$ cat config.mk
export PLATFORM = sky130hd
export DESIGN_NAME = paula_audio_dma_scheduler
export DESIGN_NICKNAME = d
export VERILOG_FILES = /design/src/rtl/paula_audio_dma_scheduler.sv
export SDC_FILE = /design/constraint.sdc
export NUM_CORES = 1
export LEC_CHECK = 0
export BUFFER_PORTS_ARGS = -buffer_cell sky130_fd_sc_hd__clkbuf_2
export CORE_ASPECT_RATIO = 1.4
export CORE_MARGIN = 1.5
export CORE_UTILIZATION = 35
export DETAILED_ROUTE_END_ITERATION = 8
export HOLD_SLACK_MARGIN = 0.05
export MAX_ROUTING_LAYER = met4
export PLACE_DENSITY_LB_ADDON = 0.2
export SYNTH_ARGS = -nofsm -noshare
export SYNTH_HDL_FRONTEND = slang
export SYNTH_SLANG_ARGS = --single-unit
$ cat constraint.sdc
create_clock -name clk -period 4.8 [get_ports clk]
set_input_delay 0.96 -clock clk [delete_from_list [all_inputs] [get_ports clk]]
set_output_delay 0.96 -clock clk [all_outputs]
set_load 0.01 [all_outputs]
$ cat src/rtl/paula_audio_dma_scheduler.sv
// Paula audio DMA slot scheduler: latches channel requests at the horizontal
// strobe and grants one chip-RAM fetch per channel at its fixed colour-clock slot.
module paula_audio_dma_scheduler #(
    parameter logic [8:0] SLOT0   = 9'h00D,
    parameter logic [7:0] AUDBASE = 8'h50
) (
    input  logic        clk,
    input  logic        reset_n,
    input  logic        clk7_en,
    input  logic [8:0]  hpos,
    input  logic        strhor,
    input  logic [3:0]  aud_dmaen,
    input  logic [3:0]  dmareq,
    input  logic [3:0]  dmas,
    input  logic [7:0]  reg_address_in,
    input  logic        aen,
    input  logic [15:0] data_in,
    output logic        dma,
    output logic [19:0] address_out,
    output logic [7:0]  reg_address_out
);

    // Addresses are word addresses [20:1], so bit i of these holds address bit i+1.
    logic [19:0] loc_q [4];
    logic [19:0] loc_d [4];
    logic [19:0] ptr_q [4];
    logic [19:0] ptr_d [4];
    logic [3:0]  pending_q, pending_d;
    logic [3:0]  special_q, special_d;
    logic [3:0]  grant;
    logic        unused_data0;

    assign unused_data0 = data_in[0];

    always_comb begin
        grant = 4'b0000;
        for (int n = 0; n < 4; n++) begin
            grant[n] = (hpos == SLOT0 + 9'(2 * n))
                     && pending_q[n] && aud_dmaen[n];
        end
    end

    // Slots never overlap, so at most one grant bit drives the outputs.
    always_comb begin
        dma             = 1'b0;
        address_out     = 20'h00000;
        reg_address_out = 8'hFF;
        for (int n = 0; n < 4; n++) begin
            if (grant[n]) begin
                dma             = 1'b1;
                address_out     = special_q[n] ? loc_q[n] : ptr_q[n];
                reg_address_out = AUDBASE + 8'(8 * n + 5);
            end
        end
    end

    always_comb begin
        pending_d = pending_q;
        special_d = special_q;
        for (int n = 0; n < 4; n++) begin
            loc_d[n] = loc_q[n];
            ptr_d[n] = ptr_q[n];
        end
        if (clk7_en) begin
            for (int n = 0; n < 4; n++) begin
                if (aen && reg_address_in == AUDBASE + 8'(8 * n)) begin
                    loc_d[n][19:15] = data_in[4:0];
                end
                if (aen && reg_address_in == AUDBASE + 8'(8 * n + 1)) begin
                    loc_d[n][14:0] = data_in[15:1];
                end
                if (grant[n]) begin
                    ptr_d[n]     = address_out + 20'd1;
                    pending_d[n] = 1'b0;
                    special_d[n] = 1'b0;
                end
            end
            // A new line's requests win over the clear of the slot just served.
            if (strhor) begin
                pending_d = dmareq;
                special_d = dmas & dmareq;
            end
        end
    end

    always_ff @(posedge clk or negedge reset_n) begin
        if (!reset_n) begin
            pending_q <= 4'b0000;
            special_q <= 4'b0000;
            for (int n = 0; n < 4; n++) begin
                loc_q[n] <= 20'h00000;
                ptr_q[n] <= 20'h00000;
            end
        end else begin
            pending_q <= pending_d;
            special_q <= special_d;
            for (int n = 0; n < 4; n++) begin
                loc_q[n] <= loc_d[n];
                ptr_q[n] <= ptr_d[n];
            end
        end
    end

endmodule

Word level (Yosys, flattened, before mapping)
Index checks and enable logic that the tools add are counted.
{"block": "totals", "rom_bits": 0, "output_inout_bits": 29, "register_bits": 168, "ram_bits": 0, "latch_bits": 0, "mem_count": 0, "input_bits": 50, "word_cells": 92}
{"block": "op_classes", "reduce_logical": 36, "bitwise": 1, "multipliers": 0, "order_cmp": 0, "n_div": 0, "mux": 22, "shifts": 0, "n_addsub": 1, "n_eq_ne": 12}
{"cell": "2-to-1 mux 20 bit", "count": 8}
{"cell": "== test 8 x 7 -> 1 bit (second input constant)", "count": 8}
{"cell": "2-to-1 mux 8 bit", "count": 4}
{"cell": "AND reduction 2 bit", "count": 16}
{"cell": "adder 20 x 1 -> 20 bit (second input constant)", "count": 1}
{"cell": "== test 9 x 4 -> 1 bit (second input constant)", "count": 2}
{"cell": "== test 9 x 5 -> 1 bit (second input constant)", "count": 2}
{"cell": "logical AND 1 bit", "count": 16}
{"cell": "2-to-1 mux 1 bit", "count": 8}
{"cell": "2-to-1 mux 4 bit", "count": 2}
{"cell": "nonzero test 2 bit", "count": 4}
{"cell": "bitwise AND 4 bit", "count": 1}

Depth between registers and ports, before layout
Gate-level depths: netlist (run 1).
{"block": "depth", "word_depth": 8, "depth_mapped": 13, "depth_no_buf": 10}

Worst setup path after synthesis (run 1)
Ideal clock, no wire load.
{"block": "synth_timing", "kind": "input to register", "start": "input port hpos[7]", "end": "register ptr_q[52] in the netlist's numbering", "path_slack_ns": 0.624, "setup_time_ns": 0.125, "t_required_ns": 4.675, "path_buffers": 3, "arrival_ns": 4.051, "cell_stages": 12, "cell_sequence": "or4b_1 -> buf_2 -> or4_4 -> buf_6 -> buf_6 -> a21oi_1 -> ha_1 -> inv_1 -> or4b_4 -> nor2_4 -> xor2_2 -> mux2_2"}
{"block": "synth_via", "elab_chain_cells": 8, "word_cells_on_any_way": 18}
{"item": "start: declaration", "line": "10", "text": "input logic [8:0] hpos,"}
{"item": "== test 9 x 4 -> 1 bit", "line": "38", "text": "grant[n] = (hpos == SLOT0 + 9'(2 * n))"}
{"item": "logical AND 1 bit (2 in series)", "line": "39", "text": "&& pending_q[n] && aud_dmaen[n];"}
{"item": "2-to-1 mux 20 bit (3 in series)", "line": "49", "text": "if (grant[n]) begin"}
{"item": "2-to-1 mux 20 bit *", "line": "49"}
{"item": "named net address_out[1]", "line": "19", "text": "output logic [19:0] address_out,"}
{"item": "adder 20 x 1 -> 20 bit *", "line": "73", "text": "ptr_d[n] = address_out + 20'd1;"}
{"item": "end signal: indexed assignment", "line": "99", "text": "ptr_q[n] <= ptr_d[n];"}
{"item": "end: declaration", "line": "26", "text": "logic [19:0] ptr_q [4];"}
Mark *: on every way through the listed nets, which the timed path passes. The rest lies on a longest branch.
A chain may end at the register's enable or synchronous reset.

Worst setup path in the final report (run 1)
{"block": "layout_timing", "start": "input port hpos[7]", "end": "output port address_out[16]"}
{"block": "layout_via", "elab_chain_cells": 7, "word_cells_on_any_way": 16}
{"item": "== test 9 x 4 -> 1 bit", "line": "38"}
{"item": "logical AND 1 bit (2 in series)", "line": "39"}
{"item": "2-to-1 mux 20 bit (3 in series)", "line": "49"}
{"item": "2-to-1 mux 20 bit *", "line": "49"}
{"item": "end: declaration", "line": "19"}
Mark *: on every way between the ends. The rest lies on a longest branch, timed or not.

==> results of run 1 <==
==> state kept, by name (all words and copies together), names as in the netlist <==
signal	flops
ptr_q	80
special_q	4
loc_q	80
pending_q	4
==> final cells by class <==
| class | count | area, sq um | share of cell area, % |
|---|---|---|---|
| sequential | 168 | 4200 | 43.9 |
| multi-input combinational | 505 | 3760 | 39.3 |
| timing repair buffer | 107 | 622 | 6.49 |
| clock buffer | 18 | 439 | 4.59 |
| tap | 301 | 377 | 3.93 |
| clock inverter | 14 | 160 | 1.67 |
| inverter | 3 | 11.3 | 0.118 |
==> cells by family (layout without fill, tap and decap cells) <==
kind of cell               Yosys count  after routing  synth area share [%]
muxes                              164            164                  21.9
other                                1              3                0.0459
AOI/OAI and AO/OA                  143            143                  10.7
and+or+nand+nor                    176            176                  10.8
DFF                                168            168                  51.5
adders and majority gates            1              1                 0.153
xor gates and xnor gates            18             18                  2.21
buffers and inverters               47            142                  2.71
==> metal layers <==
layer / routed length, um / track usage, % / part of all wire [%] / vias up
li1: - / - / - / 2744
met1: 10500 / 25.8 / 43 / 3048
met2: 12600 / 37.3 / 51 / 163
met3: 857 / 3.25 / 3.5 / 43
met4: 660 / 8.58 / 2.7 / 0
met5: 0 / - / 0 / -
==> where the power goes <==
| group | switching (W) | total (W) | internal (W) |
|---|---|---|---|
| Sequential | 0.0000291 | 0.00147 | 0.00144 |
| Combinational | 0.000117 | 0.000187 | 0.0000700 |
| Clock | 0.000604 | 0.00140 | 0.000794 |
==> critical path, stage by stage <==
cell	delay, ns
clkbuf_2	0.08
or4b_1	0.69
nor4_4	0.49
buf_4	0.31
nand2_1	0.08
a22oi_1	0.49
clkbuf_2	0.24
==> worst paths after layout <==
kind	from	to	slack [ns]	cells past startpoint
hold / removal	ptr_q[47]$_DFFE_PN0P_	ptr_q[47]$_DFFE_PN0P_	0.48	2
min in group asynchronous	reset_n	loc_q[15]$_DFFE_PN0P_	0.66	1
setup reg to reg	special_q[1]$_DFFE_PN0P_	ptr_q[58]$_DFFE_PN0P_	1.23	11
setup / recovery	hpos[7]	address_out[16]	0.49	7
hold reg to reg	ptr_q[47]$_DFFE_PN0P_	ptr_q[47]$_DFFE_PN0P_	0.48	2
max in group asynchronous	reset_n	loc_q[77]$_DFFE_PN0P_	3.02	2
==> per-stage QoR <==
stage / cell area, sq um / hold WS, ns / utilization, % / instances / worst slack (ns)
floorplan: 8170 / 0.442 / - / 720 / 0.624
global placement: 8980 / 0.455 / 39.6 / 1084 / 0.274
detailed placement: 8980 / 0.464 / 39.6 / 1084 / 0.210
CTS: 9580 / 0.479 / 42.2 / 1116 / 0.495
global route: 9580 / 0.495 / 42.2 / 1116 / 0.391
finish: 9580 / 0.479 / 42.2 / 1116 / 0.487
==> placed cells by master (no fill, tap or decap), drive strengths merged <==
cell type / n
a2111oi: 1
a211oi: 13
a21oi: 14
a22o: 1
a22oi: 19
and2: 2
and3: 3
and4b: 1
buf: 33
bufinv: 2
clkbuf: 92
clkinv: 5
conb: 3
dfrtp: 168
ha: 1
inv: 10
mux2: 117
mux2i: 47
nand2: 94
nand3: 23
nand3b: 6
nand4: 3
nor2: 17
nor2b: 13
nor3: 2
nor3b: 2
nor4: 5
o21ai: 70
o22ai: 25
or3b: 1
or4: 2
or4b: 2
xnor2: 8
xor2: 10
==> impl_metrics.env, run 1 <==
export IMPL_status="completed"
export IMPL_drt_initial_drc_count=412
export IMPL_die_h_um=184
export IMPL_grt_pass1_wl_um=38200
export IMPL_hold_class="register to register"
export IMPL_grt_pass1_vias=6374
export IMPL_p_leak_nw=4.36
export IMPL_core_area_sq_um=22700
export IMPL_slew_headroom_pct=28.6
export IMPL_wl_per_cell_um=22.0
export IMPL_cts_tree="done"
export IMPL_htreeDepth=4
export IMPL_synth_top_cells_by_area="dfrtp_1 (51%), mux2_2 (16%), mux2i_1 (5.8%)"
export IMPL_final_hold_violation_count=0
export IMPL_synth_edf_count=0
export IMPL_cp_required_ns=3.84
export IMPL_ys_async_sr_fraction_pct=100
export IMPL_rsz0062_at_grt="false"
export IMPL_vias=5998
export IMPL_place_port_buffers=75
export IMPL_crit_path_max_fanout=13
export IMPL_area_delta_synth_final_pct=17.3
export IMPL_cts_num_sinks=168
export IMPL_min_period_ns=4.31
export IMPL_synthFlopType="dfrtp_1"
export IMPL_gp_congestion=0.876
export IMPL_clk_pin_slew_ns=0.07
export IMPL_dp_hpwl_um=17500
export IMPL_cts_setup_buffers=0
export IMPL_viasPerCell=5.37
export IMPL_cts_hold_fix_buffers=0
export IMPL_yosys_area_top_type="dfrtp_1"
export IMPL_antenna_found_initial=0
export IMPL_max_freq_mhz=232
export IMPL_ir_worst_vdd_uv=258
export IMPL_slew_viol_final=0
export IMPL_drt_first_pass_iters=5
export IMPL_fp_dieW_um=132
export IMPL_synth_yosys_warnings=0
export IMPL_layout_drive_gt1_share_pct=34.5
export IMPL_ys_types=50
export IMPL_avgSynthCellArea_sq_um=11.4
export IMPL_drc_errors=0
export IMPL_ant_nets=0
export IMPL_grt_use_total_pct=21.8
export IMPL_nets=853
export IMPL_cts_resized=0
export IMPL_timing_final_crit_share_pct=89.9
export IMPL_clk_path_buf_depth=2
export IMPL_fin_skew_ns=0.0126
export IMPL_fill_cells=2153
export IMPL_yosysSeqAreaShare_pct=51.5
export IMPL_fin_tns_setup_ns=0
export IMPL_yosysMostFrequentCell="dfrtp_1"
export IMPL_initial_core_util_pct=36.0
export IMPL_netlist_area_sq_um=8170
export IMPL_ios=79
export IMPL_synthTopCellsByCount="dfrtp_1 (168), mux2_2 (117), nand2_1 (93)"
export IMPL_synth_seq_cells=168
export IMPL_drt_wl_total_um=24600
export IMPL_clk_latency_ns=0.44
export IMPL_startpoint_type="input port"
export IMPL_arrival_ns=3.35
export IMPL_root_buffer="clkbuf_16"
export IMPL_powerDensity_nw_per_um2=319
export IMPL_grt_max_degree=112
export IMPL_crit_type="input port to output pin"
export IMPL_cts_buffers=17
export IMPL_die_area_sq_um=24300
export IMPL_end_kind="output pin"
export IMPL_power_w=0.00306
export IMPL_gr_total_overflow=0
export IMPL_synthCells=718
export IMPL_num_rows=65
export IMPL_n_antenna_cell=0
export IMPL_synth_top_area_share_pct=51.5
export IMPL_max_cap_viol_count=0
export IMPL_tightest_slew_ns=1.07
export IMPL_setup_violations=0
No activity file was read; power rests on OpenSTA's default activity.
==> inputs of run 2 (changes only) <==
CELL_PAD_IN_SITES_DETAIL_PLACEMENT = 0   (was unset)
CELL_PAD_IN_SITES_GLOBAL_PLACEMENT = 1   (was unset)
==> impl_metrics.env, run 2 (synthesized netlist as in run 1, its figures left out) <==
export IMPL_die_area_sq_um=24300
export IMPL_wl_per_cell_um=22.9
export IMPL_root_buffer="clkbuf_16"
export IMPL_cts_hold_fix_buffers=0
export IMPL_setup_violations=0
export IMPL_n_antenna_cell=0
export IMPL_min_period_ns=4.31
export IMPL_end_kind="output pin"
export IMPL_area_delta_synth_final_pct=17.7
export IMPL_slew_viol_final=0
export IMPL_p_leak_nw=4.36
export IMPL_grt_util_met3_pct=3.94
export IMPL_final_cell_mix="dfrtp_1 (168), mux2_2 (117), nand2_1 (93), clkbuf_2 (74), o21ai_0 (66)"
export IMPL_fin_tns_setup_ns=0
export IMPL_finalWorstSetupSlack_ns=0.489
export IMPL_cts_buffers=17
export IMPL_cts_resized=0
export IMPL_fill_cells=2165
export IMPL_gp_congestion=0.836
export IMPL_top_regs="loc_q x80, ptr_q x80"
export IMPL_drc_errors=0
export IMPL_slew_headroom_pct=28.1
export IMPL_cp_required_ns=3.84
export IMPL_regArea_sq_um=4200
export IMPL_viasPerCell=5.42
export IMPL_grt_pass1_vias=6374
export IMPL_dp_hpwl_um=17200
export IMPL_clk_path_buf_depth=2
export IMPL_grt_pass1_wl_um=39100
export IMPL_cts_setup_buffers=0
export IMPL_core_area_sq_um=22700
export IMPL_max_freq_mhz=232
export IMPL_grt_busiest_layer="met2"
export IMPL_crit_chain="clkbuf_2, or4b_1, or4_4, a21oi_1, clkbuf_2"
export IMPL_vias=6054
export IMPL_initial_core_util_pct=36.0
export IMPL_cts_tree="done"
export IMPL_htreeDepth=4
export IMPL_drt_wl_total_um=25600
export IMPL_cts_num_sinks=168
export IMPL_gr_total_overflow=0
export IMPL_drt_first_pass_iters=5
export IMPL_clk_pin_slew_ns=0.06
export IMPL_die_h_um=184
export IMPL_layout_commonest_cell="dfrtp_1"
export IMPL_ant_nets=0
export IMPL_critPathBufInv=2
export IMPL_nets=853
export IMPL_layout_drive_gt1_share_pct=34.5
export IMPL_slowest_stage="or4_4"
export IMPL_drt_initial_drc_count=385
export IMPL_met1_usage_pct=27.3
export IMPL_r2r_slack_ns=1.15
export IMPL_startpoint_type="input port"
export IMPL_hold_class="register to register"
export IMPL_fp_dieW_um=132
export IMPL_grt_max_degree=112
export IMPL_pre_cts_ws_ns=0.162
export IMPL_crit_type="input port to output pin"
export IMPL_ios=79
export IMPL_rsz0062_at_grt="false"
export IMPL_tightest_slew_ns=1.08
export IMPL_arrival_ns=3.35
export IMPL_critPathMaxStageDelay_ns=0.80
export IMPL_path_common_cell="clkbuf_2"
export IMPL_multiInputGateArea_sq_um=3760
export IMPL_cp_top_family="simple AND/OR/NAND/NOR gates"
export IMPL_timing_final_crit_share_pct=89.8
export IMPL_stdcell_area_sq_um=9610
export IMPL_status="completed"
export IMPL_crit_path_max_fanout=27
export IMPL_final_hold_violation_count=0
export IMPL_grt_use_total_pct=22.5
export IMPL_placed_area_sq_um=9000
export IMPL_antenna_found_initial=0
export IMPL_powerDensity_nw_per_um2=321
export IMPL_ir_worst_vdd_uv=259
export IMPL_max_cap_viol_count=0
export IMPL_met2_usage_pct=37.4
export IMPL_fin_skew_ns=0.00883
export IMPL_num_rows=65
export IMPL_clk_latency_ns=0.44
export IMPL_place_port_buffers=75
[run 2: changes by cell type in the layout (fill, tap and decap cells not counted), moves of 2 or more]
| cell | previous run | this run |
|---|---|---|
| inv_6 | 6 | 0 |
| clkinvlp_4 | 0 | 3 |
| buf_4 | 32 | 30 |
| clkinv_2 | 2 | 4 |
| buf_12 | 0 | 2 |
[run 2: worst reg2reg max path: cells and delay by family, from the launching register on]
| family | cells | cell delay [ns] |
|---|---|---|
| flip-flops | 1 | 0.35 |
| AND/OR/NAND/NOR | 5 | 2.27 |
| AO/OA/AOI/OAI | 1 | 0.41 |
| XOR/XNOR | 1 | 0.21 |
| multiplexers | 1 | 0.30 |
[run 2: power by group]
part	internal [W]	switching, W	total, W
clock	0.000843	0.000580	0.00142
combinational	0.0000706	0.000122	0.000193
sequential	0.00144	0.0000275	0.00147
total	0.00236	0.000730	0.00308
[run 2: layout make-up]
cell class              instances  area share, %
clock inverters                12           1.56
inverters                       3          0.117
multi-input cells             505           39.2
repair buffers                107           6.73
well taps                     301           3.92
flip-flops and latches        168           43.7
clock buffers                  20           4.75
[run 2: through the flow]
step | instances | hold slack, ns | util (%) | total power, W
after floorplan | 720 | 0.442 | - | 0.00157
after global placement | 1084 | 0.455 | 39.7 | 0.00168
after detailed placement | 1084 | 0.467 | 39.7 | 0.00169
after CTS | 1116 | 0.478 | 42.4 | 0.00311
after global routing | 1116 | 0.503 | 42.4 | 0.00318
final | 1116 | 0.475 | 42.4 | 0.00308
[run 2: metal layers]
layer / share of wire (%) / wire, um
met5: 0 / 0
met4: 2.8 / 719
met3: 4.7 / 1210
met2: 50 / 12900
met1: 42 / 10800
[run 2: worst paths after layout]
check,from,endpoint,cells after the start
min,ptr_q[11]$_DFFE_PN0P_,ptr_q[11]$_DFFE_PN0P_,2
max,hpos[7],address_out[15],5
min in group asynchronous,reset_n,loc_q[79]$_DFFE_PN0P_,1
max in group asynchronous,reset_n,loc_q[6]$_DFFE_PN0P_,2
min reg2reg,ptr_q[11]$_DFFE_PN0P_,ptr_q[11]$_DFFE_PN0P_,2
max reg2reg,pending_q[3]$_DFFE_PN0P_,ptr_q[59]$_DFFE_PN0P_,8
